[config.mk]
export PLATFORM = sky130hd
export DESIGN_NAME = noc_router_credit
export DESIGN_NICKNAME = d
export VERILOG_FILES = /design/src/rtl/noc_router_pkg.sv /design/src/rtl/router_in_fifo.sv /design/src/rtl/noc_router_credit.sv
export SDC_FILE = /design/constraint.sdc
export NUM_CORES = 1
export LEC_CHECK = 0
export ABC_AREA = 1
export CAP_MARGIN = 20
export CELL_PAD_IN_SITES_DETAIL_PLACEMENT = 1
export CELL_PAD_IN_SITES_GLOBAL_PLACEMENT = 1
export CORE_AREA = 2 2 250 252
export CTS_CLUSTER_SIZE = 24
export DETAILED_ROUTE_END_ITERATION = 10
export DIE_AREA = 0 0 252 254
export PLACE_DENSITY = 0.81
export SYNTH_ARGS = -nofsm -noshare
export SYNTH_HDL_FRONTEND = slang
export SYNTH_HIERARCHICAL = 1
export SYNTH_SLANG_ARGS = --single-unit
[constraint.sdc]
create_clock -name clk -period 5.3 [get_ports clk]
set_clock_uncertainty 0.05 [all_clocks]
set_input_delay 1.06 -clock clk [delete_from_list [all_inputs] [get_ports clk]]
set_output_delay 1.06 -clock clk [all_outputs]
set_load 0.02 [all_outputs]
[src/rtl/noc_router_pkg.sv]
// Port encoding and dimension-ordered XY route computation shared by the
// credit-based mesh router and its testbench-visible port indices.
package noc_router_pkg;

    localparam int NUM_PORTS = 5;

    typedef enum logic [2:0] {
        P_N = 3'd0,
        P_S = 3'd1,
        P_E = 3'd2,
        P_W = 3'd3,
        P_L = 3'd4
    } port_e;

    // Coordinates arrive zero-extended to 16 bits so one function serves any COORD_W.
    function automatic port_e xy_route(input logic [15:0] dst_x, input logic [15:0] dst_y,
                                       input logic [15:0] x_id, input logic [15:0] y_id);
        port_e p;
        if (dst_x > x_id)      p = P_E;
        else if (dst_x < x_id) p = P_W;
        else if (dst_y > y_id) p = P_N;
        else if (dst_y < y_id) p = P_S;
        else                   p = P_L;
        return p;
    endfunction

endpackage

[src/rtl/router_in_fifo.sv]
// Per-input flit FIFO: a slot freed by a pop is reusable by a push on the
// same edge; a push that finds no room is dropped and flagged as overflow.
module router_in_fifo #(
    parameter int FLIT_W = 16,
    parameter int DEPTH  = 4
) (
    input  logic              clk,
    input  logic              rst,
    input  logic              push,
    input  logic              pop,
    input  logic [FLIT_W-1:0] wr_data,
    output logic [FLIT_W-1:0] head,
    output logic              full,
    output logic              empty,
    output logic              overflow
);

    localparam int AW = $clog2(DEPTH);
    localparam logic [AW:0] FULL_COUNT = (AW + 1)'(DEPTH);

    logic [FLIT_W-1:0] mem [DEPTH];
    logic [AW-1:0]     rd_ptr;
    logic [AW-1:0]     wr_ptr;
    logic [AW:0]       count;
    logic              do_push;
    logic              do_pop;

    assign full     = (count == FULL_COUNT);
    assign empty    = (count == '0);
    assign do_pop   = pop && !empty;
    assign do_push  = push && (!full || do_pop);
    assign overflow = push && !do_push;
    assign head     = mem[rd_ptr];

    always_ff @(posedge clk or posedge rst) begin
        if (rst) begin
            rd_ptr <= '0;
            wr_ptr <= '0;
            count  <= '0;
        end else begin
            if (do_push) wr_ptr <= wr_ptr + 1'b1;
            if (do_pop)  rd_ptr <= rd_ptr + 1'b1;
            if (do_push && !do_pop)      count <= count + 1'b1;
            else if (do_pop && !do_push) count <= count - 1'b1;
        end
    end

    always_ff @(posedge clk) begin
        if (do_push) mem[wr_ptr] <= wr_data;
    end

endmodule

[src/rtl/noc_router_credit.sv]
// 5-port XY mesh router for single-flit packets: input FIFOs, per-output
// round-robin arbitration and credit-based flow control.
module noc_router_credit
    import noc_router_pkg::*;
#(
    parameter int FLIT_W  = 16,
    parameter int DEPTH   = 4,
    parameter int COORD_W = 3,
    parameter int X_ID    = 0,
    parameter int Y_ID    = 0
) (
    input  logic                 clk,
    input  logic                 rst,
    input  logic [FLIT_W-1:0]    data_i  [NUM_PORTS],
    input  logic [NUM_PORTS-1:0] valid_i,
    input  logic [NUM_PORTS-1:0] incr_i,
    output logic [FLIT_W-1:0]    data_o  [NUM_PORTS],
    output logic [NUM_PORTS-1:0] valid_o,
    output logic [NUM_PORTS-1:0] incr_o,
    output logic [NUM_PORTS-1:0] err_o
);

    localparam int CW = $clog2(DEPTH + 1);
    localparam logic [CW-1:0] CREDIT_MAX = CW'(DEPTH);
    localparam logic [15:0]   X_POS = 16'(X_ID);
    localparam logic [15:0]   Y_POS = 16'(Y_ID);

    logic [FLIT_W-1:0]    head [NUM_PORTS];
    logic [NUM_PORTS-1:0] empty;
    logic [NUM_PORTS-1:0] full_unused;
    logic [NUM_PORTS-1:0] overflow;
    logic [NUM_PORTS-1:0] pop;
    port_e                route [NUM_PORTS];
    logic [NUM_PORTS-1:0] req [NUM_PORTS];
    logic [NUM_PORTS-1:0] grant;
    logic [2:0]           winner [NUM_PORTS];
    logic [2:0]           ptr [NUM_PORTS];
    logic [CW-1:0]        credit [NUM_PORTS];

    genvar g;
    generate
        for (g = 0; g < NUM_PORTS; g++) begin : g_in
            router_in_fifo #(
                .FLIT_W(FLIT_W),
                .DEPTH (DEPTH)
            ) u_fifo (
                .clk     (clk),
                .rst     (rst),
                .push    (valid_i[g]),
                .pop     (pop[g]),
                .wr_data (data_i[g]),
                .head    (head[g]),
                .full    (full_unused[g]),
                .empty   (empty[g]),
                .overflow(overflow[g])
            );

            assign route[g] = xy_route(16'(head[g][FLIT_W-1 -: COORD_W]),
                                       16'(head[g][FLIT_W-COORD_W-1 -: COORD_W]),
                                       X_POS, Y_POS);
        end
    endgenerate

    always_comb begin
        for (int o = 0; o < NUM_PORTS; o++) begin
            req[o] = '0;
            for (int p = 0; p < NUM_PORTS; p++) begin
                req[o][p] = !empty[p] && (int'(route[p]) == o);
            end
        end
    end

    always_comb begin
        logic [2:0] idx;
        idx   = '0;
        grant = '0;
        pop   = '0;
        for (int o = 0; o < NUM_PORTS; o++) begin
            winner[o] = '0;
            // Scanning downward lets the requester nearest at/after ptr overwrite farther ones.
            for (int k = NUM_PORTS - 1; k >= 0; k--) begin
                idx = 3'((int'(ptr[o]) + k) % NUM_PORTS);
                if (req[o][idx] && credit[o] != '0) begin
                    grant[o]  = 1'b1;
                    winner[o] = idx;
                end
            end
            if (grant[o]) pop[winner[o]] = 1'b1;
        end
    end

    // Output stage: granted flits, credit returns, pointers and credit counters.
    always_ff @(posedge clk or posedge rst) begin
        if (rst) begin
            valid_o <= '0;
            incr_o  <= '0;
            err_o   <= '0;
            for (int o = 0; o < NUM_PORTS; o++) begin
                data_o[o] <= '0;
                ptr[o]    <= '0;
                credit[o] <= CREDIT_MAX;
            end
        end else begin
            valid_o <= grant;
            incr_o  <= pop;
            err_o   <= err_o | overflow;
            for (int o = 0; o < NUM_PORTS; o++) begin
                if (grant[o]) begin
                    data_o[o] <= head[winner[o]];
                    ptr[o]    <= (winner[o] == 3'(NUM_PORTS - 1)) ? 3'd0 : winner[o] + 3'd1;
                end
                if (grant[o] && !incr_i[o]) begin
                    credit[o] <= credit[o] - 1'b1;
                end else if (incr_i[o] && !grant[o] && credit[o] != CREDIT_MAX) begin
                    credit[o] <= credit[o] + 1'b1;
                end
            end
        end
    end

endmodule

==> results.md <==
- Worst-Margin Slew: 0.943 ns
- Final WS setup: about 0.14 ns
- Die H: 254 um
- Peak Freq: 0.194 GHz
- Core ar.: 61,300 sq um
- Clock Latency Late Sink: around 0.6 ns
- Status: completed
- Initial antenna violation count: 2
- Endpoints failing setup: 0
- Multi-input gate area: 10,700 sq um
- Clock slew at reported path FFs: approximately 0.060 ns
- Critical Path Source Type: flop
- Hold_buf cts: 0
- Critical Path End Type: flop
- CP Max Fanout: 5
- Max Slew Vio Count: 0
- First drt pass iteration count: 5
- Global-route wire length before repair: 125,000 um
- Cell mode on critical path: nand2_2
- Starting Density: 0.405
- Via density: 5.40
- DRT iter0 DRCs: 1,491
- Kind of critical path: flop to flop
- Min Tclk post-route: 5.16 ns
- HPWL after DPL: 58,600 um
- Syn-to-layout area delta: 20.2%
- CTS tree: yes
- Final WL: 81,900 um
- Crit path DAT: about 5.6 ns
- Vias: approximately 21,000
- RePlAce Congestion: 0.900
- PortBufs: 150
- Clk buf depth: 3
- GRT overflow: 0
- Final Hold Fails: 0
- TritonCTS buffer count: 47
- Dpl ws: -0.408 ns
- Layout cells sized above 1: 0.159
- Fillers: 7,011
- Worst hold-check path type: flop to flop
- Synthesized area per cell: 8.71 sq um
- Routed WL per cell: approximately 21 um
- Warnings from Yosys: 6
- Vias in the first global route: 22,300
- Buf/Inv on CP: 8
- Die W: 252 um
- Register area: 12,500 sq um
- Total Routing Usage GR: 0.250
- Post-route cell area: 29,800 sq um
- Drc violations: 0
- RSZ-0062 raised after global routing: yes
- Cell family with most CP delay: simple AND/OR/NAND/NOR gates
- Root buffer cell: clkbuf_16
- Dpl cell area: 27,200 sq um
- H-Tree Depth: 2
- Final period util: 0.973
- Fin nets: 3,278
- Critical Path RT: around 5.7 ns
- Largest net degree at the start of global routing: 49
- Slowest stage cell, crit path: o211ai_1
- CTS Sinks: 434
- Die ar.: roughly 64,000 sq um
- Maximum Capacitance Violations: 0
- Io pins: 187
- Slew HR: 0.367
- Crit-path max cell delay: 0.57 ns
- Core Rows: 91
- Antenna viol nets, final: 0
- Synth Cell Area: 24,800 sq um
- Synth Instances: around 2,800
-- cells in the final DEF, fill, tap and decap left out, types with 22 or more instances in the layout --
cell,n
conb_1,34
inv_1,303
inv_2,36
o21ai_0,41
nand4_1,24
nand2_2,55
edfxtp_1,320
or2_2,34
dfrtp_1,104
ha_1,78
nand2_1,551
nand3b_1,23
nand3_2,37
o21ai_1,235
a21oi_1,39
nor2_2,22
buf_4,122
clkbuf_16,49
clkdlybuf4s50_1,150
nor2_1,340
nand3_1,307
-- through the flow --
step                      hold slack [ns]  utilization  instances  TNS, ns
final                               0.419        0.487       3915        0
after global routing                0.445        0.487       3913    -1.10
after CTS                           0.425        0.475       3893        0
after detailed placement            0.411        0.444       3791   -12.62
after global placement              0.399        0.444       3791  -0.0903
after floorplan                     0.414            -       2882    -3.73
-- sequential cells by signal, summed over array words and instances (netlist names) --
register	count
g_in.u_fifo/count	15
g_in.u_fifo/mem	320
err_o	5
incr_o	5
valid_o	3
data_o	48
g_in.u_fifo/wr_ptr	10
credit	9
ptr	9
g_in.u_fifo/rd_ptr	10
-- path summary, 6_finish.rpt --
check / startpoint / endpoint / slack (ns) / cells after the start
max: ptr[0] / g_in[3].u_fifo/count[2] / 0.14 / 39
min: err_o[1] / err_o[1] / 0.42 / 1
min reg2reg: err_o[1] / err_o[1] / 0.42 / 1
max in group asynchronous: rst / incr_o[0] / 3.29 / 4
max reg2reg: ptr[0] / g_in[3].u_fifo/count[2] / 0.14 / 39
min in group asynchronous: rst / g_in[2].u_fifo/count[0] / 0.92 / 3
-- area by class of cell --
class                   instances  share of cell area
flip-flops and latches        434               0.418
multi-input cells            1958               0.357
repair buffers                288              0.0906
inverters                     355              0.0464
clock buffers                  57              0.0421
well taps                     790              0.0332
clock inverters                31              0.0117
diodes                          2            0.000168
-- repair_timing --
| item | CTS | global route |
|---|---|---|
| buffers inserted | 14 | 20 |
| setup endpoints to repair | 73 | 266 |
| pin swaps | 19 | 45 |
| resized for setup | 44 | 146 |
| cloned | 0 | 1 |
-- worst reg2reg max path: cells and delay by family, from the launching register on --
| kind | cells | cell delay [ns] |
|---|---|---|
| DFF | 1 | 0.42 |
| xor gates and xnor gates | 1 | 0.20 |
| and+or+nand+nor | 23 | 1.78 |
| AOI/OAI and AO/OA | 1 | 0.57 |
| buffers and inverters | 8 | 0.66 |
| adders and majority gates | 6 | 1.36 |
-- layer usage --
layer / wire, um / share of wire / GRT usage
met2: 41900 / 0.51 / 0.450
met1: 31700 / 0.39 / 0.292
met5: 0 / 0 / 0
met4: 4370 / 0.053 / 0.125
met3: 3930 / 0.048 / 0.0345
Power is left out: the tool's default activity adds up to more than one toggle a clock period on the data nets, which glitch-free logic cannot reach.
